===== config.mk =====
export PLATFORM = sky130hd
export DESIGN_NAME = timer_cmd_tx
export DESIGN_NICKNAME = d
export VERILOG_FILES = /design/src/rtl/timer_tx_pkg.sv /design/src/rtl/timer_tx_watchdog.sv /design/src/rtl/timer_cmd_tx.sv
export SDC_FILE = /design/constraint.sdc
export NUM_CORES = 1
export LEC_CHECK = 0
export BUFFER_PORTS_ARGS = -buffer_cell sky130_fd_sc_hd__clkbuf_2
export CORE_AREA = 2 2 39 41
export DETAILED_ROUTE_END_ITERATION = 8
export DIE_AREA = 0 0 41 43
export PLACE_DENSITY_LB_ADDON = 0.2
export SYNTH_ARGS = -nofsm -noshare
export SYNTH_HDL_FRONTEND = slang
export SYNTH_SLANG_ARGS = --single-unit
export TNS_END_PERCENT = 30

===== constraint.sdc =====
create_clock -name clk -period 1.9 [get_ports clk]
set_input_delay 0.285 -clock clk [delete_from_list [all_inputs] [get_ports clk]]
set_output_delay 0.285 -clock clk [all_outputs]
set_load 0.01 [all_outputs]

===== src/rtl/timer_tx_pkg.sv =====
// Shared types and constants for the timer command transmitter.
// TIMEOUT_CYCLES is only consumed when TIMER_TX_TIMEOUT_EN is defined.
package timer_tx_pkg;

    typedef enum logic [2:0] {
        ST_IDLE      = 3'd0,
        ST_PRE       = 3'd1,
        ST_DATA      = 3'd2,
        ST_WAIT_DONE = 3'd3,
        ST_ACK       = 3'd4
    } state_t;

    localparam logic [3:0] PREAMBLE = 4'b1101;
    localparam int         PRE_LEN  = 4;
    localparam int         DATA_LEN = 4;

    localparam logic [1:0] PRE_LAST  = 2'(PRE_LEN - 1);
    localparam logic [1:0] DATA_LAST = 2'(DATA_LEN - 1);

    // Must exceed the longest receiver count (16000 cycles).
    localparam int                WDOG_W         = 14;
    localparam logic [WDOG_W-1:0] TIMEOUT_CYCLES = 14'd16100;
    localparam logic [WDOG_W-1:0] TIMEOUT_LAST   = TIMEOUT_CYCLES - 14'd1;

    // Serial order is MSB first; for a 2-bit index, 3-idx equals ~idx.
    function automatic logic msb_first_bit(input logic [3:0] word, input logic [1:0] idx);
        return word[~idx];
    endfunction

endpackage


===== src/rtl/timer_tx_watchdog.sv =====
// Cycle watchdog for the WAIT_DONE phase; expired is high during the
// last cycle of the TIMEOUT_CYCLES window.
module timer_tx_watchdog
    import timer_tx_pkg::*;
(
    input  logic clk,
    input  logic rst_n,
    input  logic clear,
    input  logic enable,
    output logic expired
);

    logic [WDOG_W-1:0] cnt_q;
    logic [WDOG_W-1:0] cnt_d;

    always_comb begin
        cnt_d = cnt_q;
        if (clear) begin
            cnt_d = '0;
        end else if (enable && (cnt_q != TIMEOUT_LAST)) begin
            cnt_d = cnt_q + 1'b1;
        end
    end

    always_ff @(posedge clk or negedge rst_n) begin
        if (!rst_n) begin
            cnt_q <= '0;
        end else begin
            cnt_q <= cnt_d;
        end
    end

    assign expired = enable && (cnt_q == TIMEOUT_LAST);

endmodule


===== src/rtl/timer_cmd_tx.sv =====
// Serialises a 4-bit delay command (preamble + data) to a timer receiver and
// completes the done/ack exchange. Optional watchdog: TIMER_TX_TIMEOUT_EN.
module timer_cmd_tx
    import timer_tx_pkg::*;
(
    input  logic       clk,
    input  logic       areset_n,
    input  logic       cmd_valid,
    input  logic [3:0] cmd_delay,
    output logic       cmd_ready,
    output logic       d,
    input  logic       done,
    output logic       ack,
    output logic       busy,
    output logic       err,
    output logic [2:0] dbg_state
);

    // Handshake: a command transfers on a rising edge where cmd_valid and
    // cmd_ready are both high; cmd_ready is high only in IDLE, and cmd_valid
    // seen while not ready is dropped, never queued.
    logic handshake;
    logic timeout;

    state_t     state_q, state_d;
    logic [1:0] cnt_q, cnt_d;
    logic [3:0] delay_q, delay_d;
    logic       d_q, d_d;
    logic       ack_q, ack_d;

    assign cmd_ready = (state_q == ST_IDLE);
    assign handshake = cmd_valid && cmd_ready;

`ifdef TIMER_TX_TIMEOUT_EN
    logic wdog_clear;
    logic wdog_expired;
    logic err_q, err_d;

    assign wdog_clear = (state_d == ST_WAIT_DONE) && (state_q != ST_WAIT_DONE);

    timer_tx_watchdog u_wdog (
        .clk     (clk),
        .rst_n   (areset_n),
        .clear   (wdog_clear),
        .enable  (state_q == ST_WAIT_DONE),
        .expired (wdog_expired)
    );

    assign timeout = wdog_expired;

    // done wins over a coinciding timeout, so err only flags a real stall.
    always_comb begin
        err_d = err_q;
        if (handshake) begin
            err_d = 1'b0;
        end else if ((state_q == ST_WAIT_DONE) && !done && timeout) begin
            err_d = 1'b1;
        end
    end

    always_ff @(posedge clk or negedge areset_n) begin
        if (!areset_n) begin
            err_q <= 1'b0;
        end else begin
            err_q <= err_d;
        end
    end

    assign err = err_q;
`else
    assign timeout = 1'b0;
    assign err     = 1'b0;
`endif

    always_comb begin
        state_d = state_q;
        cnt_d   = cnt_q;
        delay_d = delay_q;
        case (state_q)
            ST_IDLE: begin
                if (handshake) begin
                    state_d = ST_PRE;
                    cnt_d   = 2'd0;
                    delay_d = cmd_delay;
                end
            end
            ST_PRE: begin
                cnt_d = cnt_q + 2'd1;
                if (cnt_q == PRE_LAST) begin
                    state_d = ST_DATA;
                end
            end
            ST_DATA: begin
                cnt_d = cnt_q + 2'd1;
                if (cnt_q == DATA_LAST) begin
                    state_d = ST_WAIT_DONE;
                end
            end
            ST_WAIT_DONE: begin
                if (done || timeout) begin
                    state_d = ST_ACK;
                end
            end
            ST_ACK: begin
                state_d = ST_IDLE;
            end
            default: begin
                state_d = ST_IDLE;
            end
        endcase
    end

    // Outputs are decoded from the next state so d and ack are true flops
    // and the first preamble bit appears in the cycle after the handshake.
    always_comb begin
        d_d   = 1'b0;
        ack_d = 1'b0;
        case (state_d)
            ST_PRE:  d_d   = msb_first_bit(PREAMBLE, cnt_d);
            ST_DATA: d_d   = msb_first_bit(delay_d, cnt_d);
            ST_ACK:  ack_d = 1'b1;
            default: begin
                d_d   = 1'b0;
                ack_d = 1'b0;
            end
        endcase
    end

    always_ff @(posedge clk or negedge areset_n) begin
        if (!areset_n) begin
            state_q <= ST_IDLE;
            cnt_q   <= 2'd0;
            delay_q <= 4'd0;
            d_q     <= 1'b0;
            ack_q   <= 1'b0;
        end else begin
            state_q <= state_d;
            cnt_q   <= cnt_d;
            delay_q <= delay_d;
            d_q     <= d_d;
            ack_q   <= ack_d;
        end
    end

    assign d         = d_q;
    assign ack       = ack_q;
    assign busy      = (state_q != ST_IDLE);
    assign dbg_state = state_q;

endmodule


## Yosys cells after proc, flatten, opt, wreduce, memory -nomap -nowiden

Cells that the tools add are included.

- Latch bits: 0
- Register bits: 11
- Memories: 0
- Word-level logic and storage cells: 34
- Output and inout port bits: 8
- Memory bits (read-only): 0
- Input port bits: 8
- Memory bits (writable): 0

- $lt $le $gt $ge: 1
- Shift operators: 0
- $add $sub $neg: 1
- $mul: 0
- Bitwise gates (word level): 1
- Divide/modulo/power cells: 0
- Equality and inequality tests: 7
- Muxes and demuxes: 15
- Reductions and logical operators: 4

Operators with widths:

| cell | number |
|---|---|
| 2-to-1 mux 3 bit | 4 |
| case mux 3 bit (4 select lines) | 1 |
| == test 3 x 2 -> 1 bit (second input constant) | 3 |
| 2-to-1 mux 4 bit | 2 |
| == test 3 x 1 -> 1 bit (second input constant) | 2 |
| binary-select mux 1 bit (select 2 bit) | 2 |
| case mux 2 bit (2 select lines) | 1 |
| == test 3 bit (second input constant) | 1 |
| logical NOT 3 bit | 1 |
| < comparator 2 x 3 -> 1 bit (second input constant) | 1 |
| 2-to-1 mux 1 bit | 3 |
| nonzero test 3 bit | 1 |
| adder 2 x 1 -> 2 bit (second input constant) | 1 |
| == test 2 bit (second input constant) | 1 |
| 2-to-1 mux 2 bit | 1 |
| NOT 2 bit | 1 |
| case mux 1 bit (2 select lines) | 1 |
| OR reduction 2 bit | 1 |
| logical AND 1 bit | 1 |

## Depth between registers and ports, before layout

- Depth after elaboration: 8
- Mapped depth: 6

## Least setup slack after synthesis

No wires, ideal clock.

- Path kind: flip-flop to flip-flop
- From: register state_q[0], in the netlist dbg_state[0]
- To: register d_q, in the netlist d
- Stages on the path, launching flop included: 6
- Period minus slack after synthesis: 1,738 ps
- Buffers on the path: 1
- Data required time: 1,813 ps
- Setup slack: 162 ps
- Data arrival time: 1,651 ps
- Path through: dfrtp_1 buf_4 o31ai_1 mux2_2 mux2_2 a22oi_1

- Word-level cells in the longest chain between the ends: 8
- Elaborated cells between the ends (all ways): 23

Ends and longest elaborated chain:

| element | RTL line | text |
|---|---|---|
| start, declared | timer_cmd_tx.sv:25 | `state_t state_q, state_d;` |
| start signal, assigned | timer_cmd_tx.sv:137 | `state_q <= state_d;` |
| logical NOT 3 bit | timer_cmd_tx.sv:31, timer_cmd_tx.sv:79 |  |
| logical AND 1 bit | timer_cmd_tx.sv:32 | `assign handshake = cmd_valid && cmd_ready;` |
| 2-to-1 mux 2 bit | timer_cmd_tx.sv:81 | `if (handshake) begin` |
| case mux 2 bit (2 select lines) (*) | timer_cmd_tx.sv:79 | `case (state_q)` |
| net cnt_d[0] | timer_cmd_tx.sv:26 | `logic [1:0] cnt_q, cnt_d;` |
| NOT 2 bit (*) | timer_tx_pkg.sv:27 | `return word[~idx];` |
| binary-select mux 1 bit (select 2 bit) | timer_tx_pkg.sv:27 |  |
| 2-to-1 mux 1 bit (not written as such) | timer_tx_pkg.sv:27 |  |
| case mux 1 bit (2 select lines) (*) | timer_cmd_tx.sv:118 | `case (state_d)` |
| net d_d | timer_cmd_tx.sv:28 | `logic d_q, d_d;` |
| end signal, assigned | timer_cmd_tx.sv:134 | `d_q <= 1'b0;` |
| end signal, assigned | timer_cmd_tx.sv:140 | `d_q <= d_d;` |
| end, declared | timer_cmd_tx.sv:28 |  |

Mark *: on every way through the listed nets, which the timed path passes. The rest lies on a longest branch. The select of a mux whose other input is x is not followed.

## Worst setup path after layout

- From: register cnt_q[0]
- To: register d_q, in the netlist d

- Word-level cells in the longest chain between the ends: 6
- Elaborated cells between the ends (all ways): 15

Ends and longest elaborated chain:

| element | RTL line | text |
|---|---|---|
| start, declared | timer_cmd_tx.sv:26 |  |
| start signal, assigned | timer_cmd_tx.sv:138 | `cnt_q <= cnt_d;` |
| adder 2 x 1 -> 2 bit or 2-to-1 mux 2 bit (tied branches) | timer_cmd_tx.sv:88, timer_cmd_tx.sv:94, timer_cmd_tx.sv:81 |  |
| case mux 2 bit (2 select lines) | timer_cmd_tx.sv:79 |  |
| NOT 2 bit | timer_tx_pkg.sv:27 |  |
| binary-select mux 1 bit (select 2 bit) | timer_tx_pkg.sv:27 |  |
| 2-to-1 mux 1 bit (not written as such) | timer_tx_pkg.sv:27 |  |
| case mux 1 bit (2 select lines) (*) | timer_cmd_tx.sv:118 |  |
| net d_d | timer_cmd_tx.sv:28 |  |

Marks and branches as above.

==> implementation parameters <==
Parameter                              Value

Worst setup path
  CP bufs+invs    0
  Signal arrival time at the worst endpoint    1.99 ns
  Critical Path Source Type    register
  Critical-path cell with the highest stage delay    sky130_fd_sc_hd__dfrtp_2
  Critical Setup Path Class    reg -> reg
  Data required, critical path    2.08 ns
  Worst-path maximum fanout    6
  Minimum setup slack among reg-to-reg paths    0.09 ns
  Critical register-to-register path startpoint    cnt_q[0]
  Element type at the critical path end    register
  Capture point of the worst reg-to-reg path    d
  Worst-case reg-to-reg path depth    6
  Top delay family on crit path    flip-flops
  Ordered list of cells on the worst path    ha_1, or3b_1, a21oi_2, nand2_1, mux2_2, a22oi_1
  Slowest cell delay on critical path    0.44 ns

STA
  Final Cycle Share    0.953
  Setup violations, final    0
  Maximum clock frequency    552 MHz
  Final worst hold slack    0.257 ns
  Count of endpoints failing hold in the final timing report    0
  Min Tclk post-route    1.81 ns
  Number of max-slew violations in the final report    0
  RSZ-0062 raised after global routing    no
  Setup total negative slack    0 ns
  Clock Skew    0.000617 ns

CTS
  Post-CTS setup buffer count    0
  Inserted Clock Buffers    3
  Clock-pin slew reported for the worst setup and hold paths after clock tree synthesis    0.07 ns
  H-Tree Depth    1
  TritonCTS clock tree    done
  Clk sink count    11
  Clock network latency to the later pin of the worst-skew pair    0.26 ns
  Deepest clock path buffer count    2
  Buffer type at the clock tree root    sky130_fd_sc_hd__clkbuf_4

Route
  Drt pass-1 iters    4
  Total Wirelength    1120 um
  Routed WL per cell    12.1 um
  Via count    480
  DRC violations left    0
  Number of DRC markers in iteration 0    8
  Ratio of routed vias to standard cells    5.22
  Number of routed nets with antenna violations    0

Synthesis
  Net count after synthesis    65
  Sequential-to-total area share from yosys stat    0.454
  Yosys warnings    0
  Post-synthesis instance total    56
  Number of different library cells in the post-synthesis netlist    27
  Cell Area, Synth    607 um2
  Flip-flop and latch count after synthesis    11
  Mean Syn Cell Area    10.8 um2

Floorplan
  Placeable core area    0.00138 mm2
  Die Wd    41 um
  Initial cell density of the core    0.439
  Height of the die    43 um
  Die area    0.00176 mm2
  Row count    14
  I/O pin total    16

Power
  Power density cells    1760 mW/mm2
  Maximum vdd ir drop    0.806 mV
  Leakage power    0.337 nW

Run
  Max cap viols    0

Finish
  Fraction of layout instances using a drive strength above 1    0.421
  Area Growth Syn to Fin    23.1%
  Total Nets Final    86
  End-of-flow core utilization    0.540
  Number of diodes added for antenna fixing    0

Hold path
  Hold Path Depth    2
  Startpoint of the worst hold path    cmd_delay[2]
  End of the worst hold path    delay_q[2]
  Hold Crit Class    in -> reg

Global route
  Global Route Usage Sum    0.160
  Remaining global-route overflow    0
  Pin count of the biggest net entering global routing    12
  Wire length of the first global-routing pass    1950 um
  Vias in the first global route    478
  Number of antenna violations at the first check in global routing    0

Placed design
  Final HPWL DP    867 um
  Number of buffers inserted by port buffering    14
  Global placer's final weighted congestion    0.748

Run status
  Status    finished clean
sequential cells by signal, indices dropped and copies added (netlist names):
name,cells
ack,1
delay_q,4
dbg_state,3
cnt_q,2
d,1
report_power, final:
part / leakage (nW) / total (W) / switching [W] / internal [W]
registers: 0.134 / 0.000441 / 0.0000953 / 0.000345
clock network: 0.0150 / 0.000156 / 0.0000749 / 0.0000811
logic: 0.188 / 0.000719 / 0.000343 / 0.000375
synth_stat cells, drive strengths merged:
| library cell | n | area, um2 |
|---|---|---|
| clkbuf | 1 | 7.51 |
| or3b | 1 | 8.76 |
| a22o | 1 | 8.76 |
| dfrtp | 11 | 275 |
| mux2 | 6 | 67.6 |
| nor4b | 2 | 23.8 |
| a21oi | 3 | 18.8 |
| nand2b | 1 | 6.26 |
| nor3 | 1 | 5.00 |
| xnor2 | 1 | 8.76 |
| nand3b | 1 | 7.51 |
| a22oi | 1 | 7.51 |
| nor3b | 3 | 22.5 |
| o31ai | 1 | 7.51 |
| inv | 1 | 3.75 |
| a31oi | 2 | 12.5 |
| nor2b | 1 | 6.26 |
| buf | 3 | 22.5 |
| ha | 1 | 12.5 |
| mux2i | 2 | 20.0 |
| nand2 | 6 | 22.5 |
| o41ai | 1 | 8.76 |
| nor2 | 3 | 11.3 |
| o211ai | 1 | 7.51 |
| conb | 1 | 3.75 |
cell usage in the layout (no fill, tap or decap), drive strengths merged, types with 2 or more instances in the layout:
master / count
nor3b: 3
mux2i: 2
dfrtp: 11
nand2: 6
mux2: 6
a31oi: 2
nor4b: 2
clkbuf: 18
nor2: 3
buf: 5
a21oi: 3
logic make-up (layout without fill, tap and decap cells):
| group | count (synthesis) | in the layout | share of synthesized area |
|---|---|---|---|
| adder cells (fa/ha/maj) | 1 | 1 | 0.0206 |
| flip-flops | 11 | 11 | 0.454 |
| AND/OR/NAND/NOR | 19 | 19 | 0.188 |
| other | 1 | 1 | 0.00618 |
| buffers and inverters | 5 | 25 | 0.0557 |
| XOR/XNOR | 1 | 1 | 0.0144 |
| AO/OA/AOI/OAI | 10 | 10 | 0.118 |
| multiplexers | 8 | 8 | 0.144 |
through the flow:
| step | worst slack (ns) | instance area, um2 | power (W) | cells |
|---|---|---|---|---|
| after global routing | 0.0136 | 747 | 0.00144 | 92 |
| after detailed placement | 0.110 | 704 | 0.00115 | 87 |
| after global placement | 0.0971 | 704 | 0.00114 | 87 |
| after CTS | 0.0810 | 741 | 0.00132 | 92 |
| final | 0.0892 | 747 | 0.00132 | 92 |
| after floorplan | 0.162 | 607 | 0.000960 | 56 |
how the worst max path moves through the flow:
stage / from / endpoint / slack (ns) / cells past startpoint
finish: cnt_q[0] / d / 0.09 / 6
global route: cnt_q[0] / d / 0.01 / 6
CTS: cnt_q[0] / d / 0.08 / 6
detailed placement: cnt_q[0] / d / 0.11 / 6
global placement: cnt_q[0] / d / 0.1 / 6
floorplan: dbg_state[0] / d / 0.16 / 5
metal layers:
layer / global-route usage / vias up / wire length (um)
li1: - / 240 / -
met1: 0.220 / 234 / 526
met2: 0.250 / 6 / 564
met3: 0.0314 / 0 / 24
met4: 0.0400 / 0 / 0
met5: 0 / - / 0
what timing repair did:
item / 4_1_cts / 5_1_grt
resized for setup: 0 / 2
hold buffers: 1 / 0
endpoints found under the setup margin: 0 / 1
endpoints found under the hold margin: 11 / 0
layout make-up:
cell class / instances / area [um2]
fillers: 127 / 637
multi-input cells: 40 / 303
flip-flops and latches: 11 / 277
repair buffers: 20 / 118
clock buffers: 4 / 26.3
well taps: 16 / 20.0
inverters: 1 / 3.75
No activity file was read; power rests on OpenSTA's default activity.
